==> src/rtl/ahb_master_arbiter.sv <==
`default_nettype none
// ============================================================================
// Module      : ahb_master_arbiter
// Description : Round-robin sharing of one AHB-Lite master port among
//               NUM_REQ requesters, issuing pipelined SINGLE transfers.
// Revision    : 1.0 - initial release
// ============================================================================
module ahb_master_arbiter #(
  parameter int NUM_REQ    = 4,
  parameter int ADDR_WIDTH = 32,
  parameter int DATA_WIDTH = 32,
  parameter int SIZE_WIDTH = 3
) (
  input  logic                             HCLK,
  input  logic                             HRESET,
  input  logic [NUM_REQ-1:0]               req_valid,
  input  logic [NUM_REQ-1:0]               req_write,
  input  logic [NUM_REQ*ADDR_WIDTH-1:0]    req_addr,
  input  logic [NUM_REQ*DATA_WIDTH-1:0]    req_wdata,
  input  logic [NUM_REQ*SIZE_WIDTH-1:0]    req_size,
  output logic [NUM_REQ-1:0]               req_ready,
  output logic [NUM_REQ-1:0]               rsp_valid,
  output logic [DATA_WIDTH-1:0]            rsp_rdata,
  output logic                             rsp_err,
  output logic [ADDR_WIDTH-1:0]            HADDR,
  output logic                             HWRITE,
  output logic [SIZE_WIDTH-1:0]            HSIZE,
  output logic [2:0]                       HBURST,
  output logic [1:0]                       HTRANS,
  output logic [DATA_WIDTH-1:0]            HWDATA,
  output logic [3:0]                       HPROT,
  output logic                             HMASTLOCK,
  input  logic [DATA_WIDTH-1:0]            HRDATA,
  input  logic                             HREADY,
  input  logic                             HRESP
);

  localparam int               c_PTR_W  = (NUM_REQ > 1) ? $clog2(NUM_REQ) : 1;
  localparam logic [c_PTR_W-1:0] c_LAST = c_PTR_W'(NUM_REQ - 1);
  localparam logic [1:0]       c_IDLE   = 2'b00;
  localparam logic [1:0]       c_NONSEQ = 2'b10;

  logic [c_PTR_W-1:0]    r_ptr;
  logic                  r_hold;
  logic                  r_a_valid;
  logic [c_PTR_W-1:0]    r_a_owner;
  logic [ADDR_WIDTH-1:0] r_a_addr;
  logic                  r_a_write;
  logic [SIZE_WIDTH-1:0] r_a_size;
  logic [DATA_WIDTH-1:0] r_a_wdata;
  logic                  r_d_valid;
  logic [c_PTR_W-1:0]    r_d_owner;
  logic                  r_d_write;
  logic [DATA_WIDTH-1:0] r_d_wdata;
  logic [NUM_REQ-1:0]    r_rsp_valid;
  logic [DATA_WIDTH-1:0] r_rsp_rdata;
  logic                  r_rsp_err;

  logic                  w_found;
  logic [c_PTR_W-1:0]    w_winner;
  logic [c_PTR_W:0]      w_sum;
  logic                  w_ready_ok;
  logic                  w_accept;
  logic                  w_err_done;
  logic [c_PTR_W-1:0]    w_next_ptr;
  logic [ADDR_WIDTH-1:0] w_sel_addr;
  logic [DATA_WIDTH-1:0] w_sel_wdata;
  logic [SIZE_WIDTH-1:0] w_sel_size;
  logic                  w_sel_write;

  // Error completion keeps the address-phase payload, so nothing may be accepted over it.
  assign w_err_done = HRESP & r_d_valid;
  assign w_ready_ok = HREADY & ~r_hold & ~HRESET & ~w_err_done;
  assign w_accept   = w_found & w_ready_ok;
  assign w_next_ptr = (w_winner == c_LAST) ? '0 : w_winner + 1'b1;

  always_comb begin
    w_found     = 1'b0;
    w_winner    = '0;
    w_sum       = '0;
    w_sel_addr  = '0;
    w_sel_wdata = '0;
    w_sel_size  = '0;
    w_sel_write = 1'b0;
    req_ready   = '0;
    for (int k = 0; k < NUM_REQ; k++) begin
      w_sum = {1'b0, r_ptr} + (c_PTR_W+1)'(k);
      if (w_sum >= (c_PTR_W+1)'(NUM_REQ))
        w_sum = w_sum - (c_PTR_W+1)'(NUM_REQ);
      if (!w_found && req_valid[w_sum[c_PTR_W-1:0]]) begin
        w_found  = 1'b1;
        w_winner = w_sum[c_PTR_W-1:0];
      end
    end
    for (int k = 0; k < NUM_REQ; k++) begin
      if (c_PTR_W'(k) == w_winner) begin
        w_sel_addr  = req_addr[k*ADDR_WIDTH +: ADDR_WIDTH];
        w_sel_wdata = req_wdata[k*DATA_WIDTH +: DATA_WIDTH];
        w_sel_size  = req_size[k*SIZE_WIDTH +: SIZE_WIDTH];
        w_sel_write = req_write[k];
      end
    end
    if (w_accept)
      req_ready[w_winner] = 1'b1;
  end

  always_ff @(posedge HCLK) begin
    if (HRESET) begin
      r_ptr       <= '0;
      r_hold      <= 1'b0;
      r_a_valid   <= 1'b0;
      r_a_owner   <= '0;
      r_a_addr    <= '0;
      r_a_write   <= 1'b0;
      r_a_size    <= '0;
      r_a_wdata   <= '0;
      r_d_valid   <= 1'b0;
      r_d_owner   <= '0;
      r_d_write   <= 1'b0;
      r_d_wdata   <= '0;
      r_rsp_valid <= '0;
      r_rsp_rdata <= '0;
      r_rsp_err   <= 1'b0;
    end else begin
      r_rsp_valid <= '0;
      r_rsp_rdata <= '0;
      r_rsp_err   <= 1'b0;
      if (HREADY) begin
        r_hold <= 1'b0;
        if (r_d_valid) begin
          r_rsp_valid[r_d_owner] <= 1'b1;
          r_rsp_rdata            <= r_d_write ? '0 : HRDATA;
          r_rsp_err              <= HRESP;
        end
        if (w_err_done) begin
          r_d_valid <= 1'b0;
        end else begin
          r_d_valid <= r_a_valid;
          if (r_a_valid) begin
            r_d_owner <= r_a_owner;
            r_d_write <= r_a_write;
            r_d_wdata <= r_a_write ? r_a_wdata : '0;
          end
          r_a_valid <= w_accept;
          if (w_accept) begin
            r_a_owner <= w_winner;
            r_a_addr  <= w_sel_addr;
            r_a_write <= w_sel_write;
            r_a_size  <= w_sel_size;
            r_a_wdata <= w_sel_wdata;
            r_ptr     <= w_next_ptr;
          end
        end
      end else if (HRESP && r_d_valid) begin
        // First error cycle: idle the bus for the second cycle.
        r_hold <= 1'b1;
      end
    end
  end

  assign HADDR     = r_a_addr;
  assign HWRITE    = r_a_write;
  assign HSIZE     = r_a_size;
  assign HTRANS    = (r_a_valid && !r_hold) ? c_NONSEQ : c_IDLE;
  assign HWDATA    = r_d_wdata;
  assign HBURST    = 3'b000;
  assign HPROT     = 4'b0011;
  assign HMASTLOCK = 1'b0;
  assign rsp_valid = r_rsp_valid;
  assign rsp_rdata = r_rsp_rdata;
  assign rsp_err   = r_rsp_err;

endmodule
`default_nettype wire

==> config.mk <==
export PLATFORM = sky130hd
export DESIGN_NAME = ahb_master_arbiter
export DESIGN_NICKNAME = d
export VERILOG_FILES = /design/src/rtl/ahb_master_arbiter.sv
export SDC_FILE = /design/constraint.sdc
export NUM_CORES = 1
export LEC_CHECK = 0
export ABC_AREA = 1
export ABC_CLOCK_PERIOD_IN_PS = 2700
export BUFFER_PORTS_ARGS = -buffer_cell sky130_fd_sc_hd__buf_2
export CAP_MARGIN = 10
export CORE_AREA = 4 4 163 165
export DETAILED_ROUTE_END_ITERATION = 8
export DIE_AREA = 0 0 167 169
export SYNTH_ARGS = -nofsm -noshare
export SYNTH_HDL_FRONTEND = slang
export SYNTH_SLANG_ARGS = --single-unit
==> constraint.sdc <==
create_clock -name HCLK -period 2.7 [get_ports HCLK]
set_input_delay 0.135 -clock HCLK [delete_from_list [all_inputs] [get_ports HCLK]]
set_output_delay 0.135 -clock HCLK [all_outputs]
set_load 0.02 [all_outputs]
Word level (Yosys, flattened, before mapping)
Cells that the tools add are included.
{ "totals": {"regBits": 147, "output_inout_bits": 119} }
{ "classes": {"add_sub_neg": 8, "muxes": 45, "n_bitwise": 10, "order_cmp": 12, "n_eq_ne": 4, "reduce_logical": 18} }
{ "op_table": {"columns": ["op", "n"], "rows": [
  ["$mux W32", 9],
  ["$mux W2", 10],
  ["$lt A2 B3 Y1 const B", 6],
  ["$mux W1", 15],
  ["$mux W3", 4],
  ["$ge A3 B3 Y1 const B", 3],
  ["$bmux W1 S2", 4],
  ["$sub A2 B1 Y2 const B", 4],
  ["$logic_and A1 B1 Y1", 7],
  ["$add A2 B2 Y3 const B", 2],
  ["$reduce_and A3 Y1", 2],
  ["$and A1 B1 Y1", 5],
  ["$not A1 Y1", 5],
  ["$demux W1 S2", 2],
  ["$eq A2 B2 Y1 const A", 2],
  ["$ge A2 B1 Y1 const B", 2],
  ["$logic_not A1 Y1", 4],
  ["$mux W4", 1],
  ["$reduce_or A4 Y1", 1],
  ["$add A2 B1 Y3 const B", 1],
  ["$ge A2 B3 Y1 const B", 1],
  ["$reduce_or A3 Y1", 1],
  ["$add A2 B1 Y2 const B", 1],
  ["$eq A1 B2 Y1 const A", 1],
  ["4 further kinds", 4]
]} }

Depth between registers and ports, before layout
{ "depth": {"ltp_word": 19, "depth_mapped": 22, "depth_no_buf": 20} }

Worst setup path before layout
OpenSTA, ideal clock, no wires.
{ "synth_timing": {"path_type": "reg2reg", "startpoint": "register r_ptr[0]", "endpoint": "register r_a_addr[22] (netlist: HADDR[22])", "required_time_ns": 2.642, "slack_ns": 0.253, "path_stages_with_launch": 21, "setup_time_ns": 0.058, "arrival_time_ns": 2.389, "path_buffers": 4, "cell_sequence": "dfxtp_1 > buf_6 > inv_4 > nand2_1 > nand3_1 > nand2_1 > nor2_4 > nand3_2 > nand3_1 > inv_1 > ha_1 > buf_2 > nor2_1 > buf_2 > buf_4 > nand2_1 > nand2_1 > o21ai_0 > o21ai_0 > nand2_1 > nand2_1"} }
{ "synth_via": {"elab_chain_len": 19, "elab_cells_between_ends": 47, "cone_classes": "7 x add/sub; 4 x order compare; 3 x eq/ne; 24 x mux; 1 x bitwise; 8 x reduce/logical"} }
{ "synth_lines": {"columns": ["element", "line_no", "source"], "rows": [
  ["from (decl)", "43", "logic [c_PTR_W-1:0] r_ptr;"],
  ["from (signal assigned)", "151", "r_ptr <= w_next_ptr;"],
  ["parallel branches: the longest is 13 deep, another holds $add A2 B1 Y3", null, null],
  ["$mux W2 (*)", "90", "if (!w_found && req_valid[w_sum[c_PTR_W-1:0]]) begin"],
  ["via w_winner[0]", "60", "logic [c_PTR_W-1:0] w_winner;"],
  ["$logic_not A2 Y1", "96", "if (c_PTR_W'(k) == w_winner) begin"],
  ["$mux W32 (3 in a row)", "96", null],
  ["$mux W32 (*)", "96", null],
  ["to (signal assigned)", "147", "r_a_addr <= w_sel_addr;"],
  ["to (decl)", "47", "logic [ADDR_WIDTH-1:0] r_a_addr;"]
]} }
Mark *: on every way through the listed nets, which the timed path passes. The select of a mux whose other input is x is not followed.
A chain may end at the register's enable or synchronous reset.

Final worst setup path
{ "layout_timing": {"startpoint": "register r_ptr[0]", "endpoint": "output port req_ready[3]"} }
{ "layout_via": {"elab_chain_len": 19, "elab_cells_between_ends": 44, "cone_classes": "7 x add/sub; 6 x order compare; 23 x mux; 1 x bitwise; 7 x reduce/logical"} }
{ "layout_lines": {"columns": ["element", "line_no", "source"], "rows": [
  ["parallel branches: the longest is 13 deep, another holds $add A2 B1 Y3", null, null],
  ["$mux W2 (*)", "90", null],
  ["via w_winner[1]", "60", null],
  ["$lt A2 B3 Y1 (not written as such) / $ge A2 B1 Y1 (equally long branches)", "104", "req_ready[w_winner] = 1'b1;"],
  ["$logic_and A1 B1 Y1 (not written as such)", "104", null],
  ["$mux W1 (not written as such)", "104", null],
  ["$demux W1 S2 (*)", "104", null],
  ["$mux W4 (*)", "103", "if (w_accept)"],
  ["to (decl)", "21", "output logic [NUM_REQ-1:0] req_ready,"]
]} }
Marks and branches as above.

==> impl_metrics.tcl <==
set metrics [dict create \
    slew_viol_final 0 \
    io_buffer_count 421 \
    drt_iter0_markers 596 \
    setup.worst_path.start "r_ptr[0]" \
    layout_common_cells "buf_2 (419), nand2_1 (389), dfxtp_1 (145)" \
    vias 8761 \
    finalWeightedCongestion 0.920 \
    synth_cell_types 28 \
    clock-sinks 147 \
    hold_class "input pin to flop" \
    core_sq_um 25000 \
    grt_pass1_vias 8304 \
    pin_count 431 \
    post-route-period-util_pct 97.9 \
    clockRootBuffer "clkbuf_16" \
    synth_compound_area_share_pct 18.7 \
    wl_per_cell_um 16.6 \
    ys_seq_area_share_pct 40.6 \
    htree_levels 4 \
    worstPathMaxFanout 19 \
    first_pass_iters 5 \
    fillerInstances 2652 \
    pre_cts_ws_ns -0.139 \
    worstMarginPinSlew_ns 1.02 \
    reg2reg_from "r_ptr[0]" \
    crit_path_start_kind "flop" \
    synthMuxAreaShare_pct 0 \
    layout_commonest_cell "buf_2" \
    path_clk_slew_ns 0.07 \
    crit_type "flop to output port" \
    drc 0 \
    initial_utilization_pct 29.0 \
    leakagePower_nw 5.67 \
    hold_viol_final 0 \
    peakVddDrop_v 0.000718 \
    critPathRequiredTime_ns 2.57 \
    grt_overflow_total 0 \
    crit_path_end_kind "output port" \
    rrSetupSlack_ns 0.06 \
    pwr-share-seq_pct 21.2 \
    relSlewSlack_pct 32.0 \
    status "completed" \
    setup_slack_ns 0.0576 \
    clock_skew_ns 0.0108 \
    viasPerCell 4.64 \
    synth_xor_area_share_pct 0 \
    fin_crit_ns 2.64 \
    nNetsFinal 1860 \
    setup_viol 0 \
    clock_latency_ns 0.42 \
    routed_wl_mm 31.4 \
    fp-row-count 58 \
    rsz0062_at_grt "yes" \
    ys_warn_count 0 \
    p_sw_mw 5.82 \
    syn_area_sq_um 7260 \
    arrival_ns 2.51 \
    postSynthAreaPerCell_sq_um 6.51 \
    ys_ff_latch 147 \
    grt_pass1_wl_mm 45.9 \
    syn_inst 1115 \
    comb_power_share_pct 60.1 \
    synthAdderAreaFrac_pct 0.690 \
    antenna_found_initial 3 \
    p_clk_share_pct 18.7 \
    tritoncts "yes" \
    maxCapViolations 0 \
    drtAntennaViolNets 0 \
    tns_ns 0 \
    post-dp-hpwl_mm 23.1 \
    timing.fmax_ghz 0.378 \
    p_int_mw 6.62 \
    area_growth_syn_to_layout_pct 49.6 \
    synth_top_family_by_area "simple AND/OR/NAND/NOR gates" \
    switching_share_pct 46.8 \
    fp.dieW_um 167 \
    track_usage_pct 20.6 \
    grt_max_degree 107 \
    hold_start "req_write[3]" \
    cts_buffer_depth 2 \
    power_density_nw_per_um2 1150 \
    drive_gt1_share_pct 33.5 \
    die_height_um 169 \
    dieArea_sq_um 28200 \
    numCtsBuffers 17 \
    synth_simple_gate_area_share_pct 29.7 \
]
-- state kept, by name, summed over array words and instances (netlist names), 2 cells and up --
signal / cells
r_a_owner: 2
HSIZE: 3
r_ptr: 2
r_d_owner: 2
HADDR: 32
rsp_rdata: 32
r_a_wdata: 32
rsp_valid: 4
HWDATA: 32
-- cells by family (layout without fill, tap and decap cells) --
kind of cell / after synthesis / in the layout
DFF: 147 / 147
and+or+nand+nor: 534 / 534
buffers and inverters: 160 / 595
AOI/OAI and AO/OA: 268 / 268
adders and majority gates: 4 / 4
other: 2 / 10
-- cell usage after synthesis --
library cell | count | area share [%]
nand3_1 | 81 | 5.6
nor2_1 | 42 | 2.2
nor3_1 | 7 | 0.48
ha_1 | 4 | 0.69
nand4_1 | 1 | 0.086
or2_1 | 1 | 0.086
dfxtp_1 | 147 | 41
nand2_2 | 3 | 0.26
nand2_1 | 394 | 20
clkinv_1 | 1 | 0.052
buf_4 | 15 | 1.6
inv_4 | 1 | 0.086
buf_6 | 10 | 1.6
inv_1 | 58 | 3.0
clkbuf_1 | 48 | 2.5
buf_1 | 7 | 0.36
inv_2 | 7 | 0.36
o21ai_0 | 149 | 10
o21ai_1 | 43 | 3.0
o21ai_2 | 3 | 0.36
a21oi_1 | 72 | 5.0
nor2_2 | 1 | 0.086
or2_2 | 1 | 0.086
nand3_2 | 2 | 0.28
conb_1 | 2 | 0.10
buf_2 | 13 | 0.90
nor2_4 | 1 | 0.16
o22ai_1 | 1 | 0.086
-- per-layer routing --
metal  up-vias  GRT usage, %  share of wire [%]
met5         -             0                  0
met4         0          8.47                3.6
met3        57          4.83                7.0
met2       354          34.3                 48
met1      3907          25.7                 41
li1       4443             -                  -
-- final cells by class --
cell class	instances	area, sq um	share of cell area (%)
multi-input combinational	815	3660	33.7
timing repair buffer	496	3000	27.6
sequential	147	2950	27.2
clock buffer	18	429	3.95
tap	330	413	3.80
inverter	67	259	2.39
clock inverter	14	143	1.31
antenna	1	2.50	0.0230
-- power groups by stage --
stage	Combinational [mW]	Clock [mW]	Sequential (mW)
6_report	7.47	2.33	2.63
5_1_grt	8.41	2.49	2.66
4_1_cts	7.06	2.40	2.63
3_5_place_dp	6.97	0	2.67
3_3_place_gp	6.96	0	2.66
2_1_floorplan	4.38	0	2.80
-- stage by stage --
step / std cells / util [%] / hold slack, ns / total power, mW / instance area, sq um
finish: 1888 / 43.4 / 0.0126 / 12.4 / 10900
global placement: 1809 / 38.8 / 0.348 / 9.62 / 9710
CTS: 1882 / 42.7 / 0.000106 / 12.1 / 10700
global route: 1888 / 43.4 / 0.0266 / 13.6 / 10900
detailed placement: 1809 / 38.8 / 0.356 / 9.64 / 9710
floorplan: 1122 / - / 0.247 / 7.19 / 7280
-- what timing repair did --
action,4_1_cts,5_1_grt
cloned,0,2
endpoints found under the setup margin,20,59
gates resized for setup,5,40
hold endpoints to repair,41,0
buffers inserted,1,3
pin swaps,0,5
hold buffers,40,0
-- final timing paths --
check | cells after the start | to
min | 5 | HWRITE
min reg2reg | 1 | rsp_valid[0]
max reg2reg | 19 | r_a_wdata[9]
max | 16 | req_ready[3]
-- worst max-delay path, cell delays in order (launching register included) --
cell and delay, ns:
dfxtp_4 0.40, inv_4 0.07, nand2_1 0.07, nand2_1 0.10
nand2_2 0.11, nand2_2 0.06, nor2_4 0.14, nand3_1 0.11
nand3_2 0.10, nand2_2 0.08, inv_2 0.08, buf_4 0.12
ha_4 0.15, clkinv_1 0.08, buf_6 0.16, nor2_2 0.10
buf_4 0.14
(Power assumes the default switching activity.)
